### config.mk
export PLATFORM = sky130hd
export DESIGN_NAME = tetris_grid_writer
export DESIGN_NICKNAME = d
export VERILOG_FILES = /design/src/rtl/tetris_pkg.sv /design/src/rtl/tetris_grid_writer.sv
export SDC_FILE = /design/constraint.sdc
export NUM_CORES = 2
export LEC_CHECK = 0
export BUFFER_PORTS_ARGS = -buffer_cell sky130_fd_sc_hd__buf_2
export CAP_MARGIN = 25
export CORE_AREA = 2 2 287 289
export CTS_CLUSTER_SIZE = 16
export DETAILED_ROUTE_END_ITERATION = 8
export DIE_AREA = 0 0 289 291
export PLACE_DENSITY = 0.71
export SLEW_MARGIN = 20
export SYNTH_ARGS = -nofsm -noshare
export SYNTH_HDL_FRONTEND = slang
export SYNTH_SLANG_ARGS = --single-unit
### constraint.sdc
create_clock -name Clk -period 5.2 [get_ports Clk]
set_input_delay 0.26 -clock Clk [delete_from_list [all_inputs] [get_ports Clk]]
set_output_delay 0.26 -clock Clk [all_outputs]
set_load 0.1 [all_outputs]
### src/rtl/tetris_pkg.sv
// -----------------------------------------------------------------------------
// tetris_pkg
// Shared playfield dimensions, cell/row types and the grid writer state enum
// used by tetris_grid_writer and anything that reads its grid.
// No ports (package).
// -----------------------------------------------------------------------------
package tetris_pkg;

    localparam int GRID_W  = 10;
    localparam int GRID_H  = 18;
    localparam int COLOR_W = 3;
    localparam int CNT_W   = 5;

    typedef logic [COLOR_W-1:0]            color_t;
    typedef logic [GRID_W-1:0][COLOR_W-1:0] row_color_t;
    typedef logic [GRID_W-1:0]             row_occ_t;

    typedef enum logic [1:0] {
        IDLE,
        SCAN,
        SHIFT,
        DONE
    } gw_state_t;

endpackage

### src/rtl/tetris_grid_writer.sv
// -----------------------------------------------------------------------------
// tetris_grid_writer
// Owns the playfield. Game logic writes single cells while idle. A lock_done
// pulse starts a bottom-up scan: every full row is removed by moving all rows
// above it down by one, and the number of removed rows is reported at the end.
//
// Ports
//   Clk, Reset          clock, synchronous active-high reset
//   wr_valid/wr_ready   cell write handshake (ready only when idle)
//   wr_x, wr_y          target column / row (row 0 = top)
//   wr_color            colour of the written cell
//   lock_done           starts the full-row scan
//   grid, occ           per-cell colour and occupancy, indexed [row][col]
//   busy                scan / shift / report in progress
//   lines_valid         one-cycle pulse when the scan has finished
//   lines_cnt           rows cleared by the last scan, held until the next one
//   wr_err              one-cycle pulse for a dropped out-of-range write
//   topout              sticky flag: top row occupied after a scan
//
// Build option
//   GRID_TOPOUT_EN      when defined, topout is set if row 0 holds any cell at
//                       the end of a scan, and it blocks further writes until
//                       Reset. When undefined, topout is tied low.
// -----------------------------------------------------------------------------
module tetris_grid_writer
    import tetris_pkg::*;
#(
    parameter int COLS = GRID_W,
    parameter int ROWS = GRID_H,
    parameter int CW   = COLOR_W
) (
    input  logic                     Clk,
    input  logic                     Reset,
    input  logic                     wr_valid,
    output logic                     wr_ready,
    input  logic [3:0]               wr_x,
    input  logic [4:0]               wr_y,
    input  logic [CW-1:0]            wr_color,
    input  logic                     lock_done,
    output logic [COLS-1:0][CW-1:0]  grid [ROWS],
    output logic [COLS-1:0]          occ  [ROWS],
    output logic                     busy,
    output logic                     lines_valid,
    output logic [4:0]               lines_cnt,
    output logic                     wr_err,
    output logic                     topout
);

    localparam logic [3:0] X_LIMIT  = 4'(COLS);
    localparam logic [4:0] Y_LIMIT  = 5'(ROWS);
    localparam logic [4:0] LAST_ROW = 5'(ROWS - 1);
    localparam logic [4:0] CNT_MAX  = 5'd31;

    gw_state_t  state;
    logic [4:0] scan_row;
    logic [4:0] shift_row;
    logic [4:0] line_cnt;

    assign busy     = (state != IDLE);
    assign wr_ready = (state == IDLE) && !topout;

    // Main controller. A write and lock_done in the same idle cycle are both
    // taken: the cell lands on this edge, so the scan that starts on the next
    // cycle already sees it. After a row shift the scan resumes at the same
    // row, because that row now holds what used to be above it.
    always_ff @(posedge Clk) begin
        if (Reset) begin
            for (int i = 0; i < ROWS; i++) begin
                occ[i]  <= '0;
                grid[i] <= '0;
            end
            state       <= IDLE;
            scan_row    <= '0;
            shift_row   <= '0;
            line_cnt    <= '0;
            lines_valid <= 1'b0;
            lines_cnt   <= '0;
            wr_err      <= 1'b0;
        end else begin
            lines_valid <= 1'b0;
            wr_err      <= 1'b0;
            case (state)
                IDLE: begin
                    if (wr_valid && wr_ready) begin
                        if ((wr_x < X_LIMIT) && (wr_y < Y_LIMIT)) begin
                            occ[wr_y][wr_x]  <= 1'b1;
                            grid[wr_y][wr_x] <= wr_color;
                        end else begin
                            wr_err <= 1'b1;
                        end
                    end
                    if (lock_done) begin
                        state    <= SCAN;
                        scan_row <= LAST_ROW;
                        line_cnt <= '0;
                    end
                end
                SCAN: begin
                    if (&occ[scan_row]) begin
                        if (line_cnt != CNT_MAX) begin
                            line_cnt <= line_cnt + 5'd1;
                        end
                        shift_row <= scan_row;
                        state     <= SHIFT;
                    end else if (scan_row == 5'd0) begin
                        state <= DONE;
                    end else begin
                        scan_row <= scan_row - 5'd1;
                    end
                end
                SHIFT: begin
                    // Row 0 has nothing above it, so it is cleared rather than
                    // copied; that happens on the final shift step.
                    if (shift_row == 5'd0) begin
                        occ[0]  <= '0;
                        grid[0] <= '0;
                        state   <= SCAN;
                    end else begin
                        occ[shift_row]  <= occ[shift_row - 5'd1];
                        grid[shift_row] <= grid[shift_row - 5'd1];
                        if (shift_row == 5'd1) begin
                            occ[0]  <= '0;
                            grid[0] <= '0;
                            state   <= SCAN;
                        end
                        shift_row <= shift_row - 5'd1;
                    end
                end
                DONE: begin
                    lines_valid <= 1'b1;
                    lines_cnt   <= line_cnt;
                    state       <= IDLE;
                end
                default: state <= IDLE;
            endcase
        end
    end

`ifdef GRID_TOPOUT_EN
    // Sticky top-out: any cell left in the top row once the scan is over.
    always_ff @(posedge Clk) begin
        if (Reset) begin
            topout <= 1'b0;
        end else if ((state == DONE) && (|occ[0])) begin
            topout <= 1'b1;
        end
    end
`else
    assign topout = 1'b0;
`endif

endmodule
# Yosys cells after proc, flatten, opt, wreduce, memory -nomap -nowiden
# Cells that the tools add are included.
op_classes:
  reduce_logical: 20
  div_mod_pow: 0
  add_sub_neg: 3
  eq_ne: 15
  n_mux: 55
  mul: 0
  shift: 0
  bitwise: 7
  order_cmp: 10
op_table:
  columns: ["cell", "count"]
  rows:
  - ["$bwmux W540", 2]
  - ["$mux W540", 2]
  - ["$pmux W540 S2", 1]
  - ["$mux W510", 1]
  - ["$mux W180", 2]
  - ["$pmux W180 S2", 1]
  - ["$demux W30 S5", 2]
  - ["$bwmux W180", 1]
  - ["$mux W30", 6]
  - ["$or A180 B180 Y180", 1]
  - ["$mux W170", 1]
  - ["$bmux W30 S5", 1]
  - ["$bmux W10 S5", 2]
  - ["$demux W10 S5", 2]
  - ["$mux W10", 8]
  - ["$mux W5", 8]
  - ["$pmux W5 S2", 3]
  - ["$ge A6 B6 Y1 const B", 4]
  - ["$not A5 Y6", 4]
  - ["$demux W3 S4", 1]
  - ["$lt A6 B1 Y1 const B", 2]
  - ["$reduce_and A4 Y1", 3]
  - ["$logic_not A5 Y1", 2]
  - ["$mux W2", 5]
  - ["24 further kinds", 45]
totals:
  mem_bits_rw: 0
  output_inout_bits: 730
  inputBits: 16
  n_memories: 0
  reg_bits: 744
  mem_bits_ro: 0
  latch_bits: 0

# Depth between registers and ports, before layout
depth:
  depth_word: 10
  mapped_depth: 18

# Worst setup path after synthesis
# OpenSTA, ideal clock, no wires.
synth_timing:
  path_type: "register -> register"
  start: "register state[1]"
  end: "register line_cnt[0]"
  setup_slack_ps: 1318
  required_time_ps: 5079
  path_stages_with_launch: 8
  arrival_ps: 3762
  period_less_slack_ps: 3882
  n_path_buf: 1
  path_cell_list: "dfxtp_1 > clkbuf_1 > nor2_1 > inv_1 > nor2_1 > nor2_1 > o31a_1 > mux2_2"
synth_between:
  elab_chain_cells: 3
synth_rtl:
  columns: ["item", "line", "rtl"]
  rows:
  - ["from (decl)", "tetris_grid_writer.sv:54", "gw_state_t state;"]
  - ["from (signal assigned)", "tetris_grid_writer.sv:72", "state <= IDLE;"]
  - ["from (signal assigned)", "tetris_grid_writer.sv:93", "state <= SCAN;"]
  - ["from (signal assigned)", "tetris_grid_writer.sv:104", "state <= SHIFT;"]
  - ["$logic_not A2 Y1 (*)", null, null]
  - ["net wr_ready", "tetris_grid_writer.sv:35", "output logic wr_ready,"]
  - ["$ne A2 B1 Y1 (no line) or $reduce_bool A2 Y1 (tied branches)", null, null]
  - ["$reduce_and A4 Y1 (no line)", null, null]
  - ["to (signal assigned)", "tetris_grid_writer.sv:101", "line_cnt <= line_cnt + 5'd1;"]
  - ["to (decl)", "tetris_grid_writer.sv:57", "logic [4:0] line_cnt;"]
# The timed path passes the listed nets; every way through them passes the cells marked *.
# A chain may end at the register's enable or synchronous reset.

# Final worst setup path
layout_timing:
  start: "register shift_row[1]"
  end: "register grid[215] in the netlist's numbering"
layout_between:
  elab_chain_cells: 8
layout_rtl:
  columns: ["item", "line", "rtl"]
  rows:
  - ["from (decl)", "tetris_grid_writer.sv:56", "logic [4:0] shift_row;"]
  - ["from (signal assigned)", "tetris_grid_writer.sv:103", "shift_row <= scan_row;"]
  - ["from (signal assigned)", "tetris_grid_writer.sv:126", "shift_row <= shift_row - 5'd1;"]
  - ["$sub A5 B1 Y5 or $not A5 Y6 (tied branches)", "tetris_grid_writer.sv:120", "grid[shift_row] <= grid[shift_row - 5'd1];"]
  - ["$not A5 Y6 (implied by the code), or another cell as far along", "tetris_grid_writer.sv:120", null]
  - ["$bmux W30 S5 or $logic_and A1 B1 Y1 (tied branches)", "tetris_grid_writer.sv:120", null]
  - ["$mux W30 (implied by the code)", "tetris_grid_writer.sv:120", null]
  - ["$mux W30 (implied by the code) or $demux W30 S5 (tied branches)", "tetris_grid_writer.sv:120", null]
  - ["$bwmux W540", "tetris_grid_writer.sv:120", null]
  - ["$mux W510", "tetris_grid_writer.sv:114", "if (shift_row == 5'd0) begin"]
  - ["$pmux W540 S2", "tetris_grid_writer.sv:82", "case (state)"]
  - ["to (signal, indexed assignment)", "tetris_grid_writer.sv:87", "grid[wr_y][wr_x] <= wr_color;"]
  - ["to (signal, indexed assignment)", "tetris_grid_writer.sv:120", null]
  - ["to (decl)", "tetris_grid_writer.sv:40", "output logic [COLS-1:0][CW-1:0] grid [ROWS],"]
# Several ways; a longest one is shown, not always the timed one. The select of a mux whose other input is x is not followed.

==> metrics.txt <==
Std-Cell Rows=105; CTS sink cnt=~740; Worst Max-Slew Pin Slew=1.20 ns; minimum clock period=approximately 4 ns; CTS Buffer Depth=3; DP HPWL=between 150000 and 200000 um; syn nets=between 4000 and 5000; crit path launch type=register; H-tree Lvls=3; DIE AREA=between 80000 and 90000 sq um; Synth Area in Simple Gates=a little over an eighth; post_cts resized=0; Post-Syn Area=slightly below 40000 sq um; Crit. path cell count=11; vias in the first global route=slightly below 40000; Critical-path top delay cell=a32oi_2; final wirelength=roughly 220000 um; Data arrival, critical path=~4.6 ns; first-pass GRT wire length=around 300000 um; cells after synthesis=4393; library cells used by synthesis=approximately 90; ys async rst share=0%; Worst EP required=5.71 ns; Reg2Reg Setup Slack=about 1.1 ns; Die Y=291 um; Clock Tree Root=clkbuf_16; first-pass iteration count of the detailed router=9; critical-path cell list=inv_1, ha_4, buf_12, mux4_2, nand2_1, nand3_1, a32oi_2, buf_4, o21ai_0, mux2i_1, nor2_1; gr usage total=49.8%; FMAX=between 200 and 250 MHz; Residual DRC=7; adder-cell area share of the yosys netlist=less than 1%; Max stage delay on crit path=0.89 ns; Ports=approximately 750; final setup TNS=0 ns; Via Count=around 43000; Worst Path Max Fanout=29; Main synth FF type=dfxtp_1; core area=approximately 81000 sq um; Cell Area, Placed=44100 sq um; status=complete, but fails checks; Seq/Total Area, Yosys=about 38%; cts bufs inserted=83; crit-path leading delay family=compound AO/OA/AOI/OAI gates; failing checks=DRC; mean area per synthesized cell=about 8.9 sq um; worst hold path depth=2; Buf+Inv Stages, Crit Path=3; Post-synth EDFFs=0; Final Instance Area=around 47000 sq um; Warnings, synthesis=0; largest cells by area after synthesis=dfxtp_1, mux2i_1, mux4_2, nor2_1, o21ai_0; Clock Skew=around 0.034 ns; largest family of logic cells by synthesized area=multiplexers; GP Congestion=between 1 and 1.5; worst vdd ir=0.273 mV; Net count, final=between 5000 and 6000; Starting Density=48.3%; Routed Antenna Nets=0; unrepaired setup endpoints after global routing=false; clk_lat worst skew=around 0.68 ns; I/O Buffers=744; area share of the largest cell type after synthesis=37.9%; Hold Crit Class=in2reg; period utilization=77.9%; TritonCTS clock tree=built; FF+latch count, synth=744; Compound-Gate Fraction of Synth Area=a little over a fifth; drt initial violations=slightly below 8000; Setup-failing EPs final=0; max-slew violations=0; R2R depth=11; xor and xnor area share after synthesis=less than 1%; initial antenna violation count=12; endpoint class of the critical path=register; most frequent cells in the layout=buf_2, dfxtp_1, nor2_1; DR WL/cell=35.8 um; post-synthesis mux area share=about a fifth; area leader, netlist=dfxtp_1; vias per cell=7.06; Lkg Pwr=approximately 22 nW; final hold vios=0; Die Wd=289 um; Max-Cap Viols=0; type of the worst setup path=reg2reg; clk slew on worst S/H paths=0.07 ns; slew margin rel.=around a fifth; power per cell area=roughly 280 nW/um^2; Area Growth Syn to Fin=19.8%; share of cells above drive strength 1=26.6%; largest net degree at the start of global routing=170; most common cell after layout, fill and taps aside=buf_2; grt total ovfl=0
repair_timing:
action / CTS / global route
endpoints found under the hold margin: 4 / 0
buffers inserted: 0 / 0
hold buffers: 2 / 0
power by group:
part	internal (mW)	switching [mW]	total, mW
Clock	3.54	2.66	6.20
Combinational	0.252	0.754	1.01
Sequential	5.72	0.0688	5.78
per-layer routing:
layer	share of wire, %	GRT usage (%)
met5	0.021	0
met4	9.8	37.4
met3	16	19.1
met2	41	71.1
met1	33	60.4
worst paths after layout:
| path | startpoint | end |
|---|---|---|
| max | shift_row[1] | grid[215] |
| min | Reset | grid[392] |
| max reg2reg | shift_row[1] | grid[215] |
| min reg2reg | lines_cnt[2] | lines_cnt[2] |
synthesized netlist by cell type (all sizes together), types with 10 or more instances:
cell type	n
dfxtp	744
nor3	21
o21ai	518
o22ai	35
a221oi	102
o211ai	95
o21a	11
buf	143
clkbuf	262
mux4	174
nand3	174
a32oi	42
nand2	269
or2	14
nor4	10
a21oi	265
inv	111
a211oi	29
o211a	100
mux2	33
nor2	685
mux2i	407
nand2b	13
flip-flops by register name (all words and copies together), names as in the netlist:
name and flops:
lines_valid 1, scan_row 5, lines_cnt 5, state 2, line_cnt 5, grid 540, occ 180, shift_row 5
wr_err 1
worst reg2reg max path: cells and delay by family, from the launching register on:
family / cells / cell delay, ns
AOI/OAI and AO/OA: 2 / 1.02
muxes: 2 / 0.61
buffers and inverters: 3 / 0.83
and+or+nand+nor: 3 / 0.37
DFF: 1 / 0.42
adders and majority gates: 1 / 0.65
logic make-up (layout without fill, tap and decap cells):
family / Yosys count / count (layout)
AND/OR/NAND/NOR: 1247 / 1247
adder cells (fa/ha/maj): 9 / 9
multiplexers: 614 / 614
XOR/XNOR: 6 / 6
other: 1 / 4
buffers and inverters: 517 / 1171
AO/OA/AOI/OAI: 1255 / 1255
flip-flops: 744 / 744
layout make-up:
class / instances / area, sq um
fill: 7400 / 34200
multi-input combinational: 3132 / 22300
sequential: 744 / 14900
timing repair buffer: 909 / 5220
clock buffer: 119 / 2400
tap: 1070 / 1340
inverter: 112 / 425
clock inverter: 31 / 399
antenna: 3 / 7.51
metrics by stage:
step / setup WS [ns] / utilization [%] / hold WS, ns / cells / total power, mW
2_1_floorplan: 1.32 / - / 0.431 / 4393 / 6.58
4_1_cts: 1.40 / 57.8 / 0.0360 / 6112 / 12.9
5_1_grt: 1.13 / 57.9 / 0.0627 / 6117 / 13.2
6_report: 1.15 / 57.9 / 0.0370 / 6120 / 13.0
3_5_place_dp: 1.44 / 54.3 / 0.446 / 5960 / 6.85
3_3_place_gp: 1.52 / 54.3 / 0.444 / 5960 / 6.84
(Power assumes the default switching activity.)
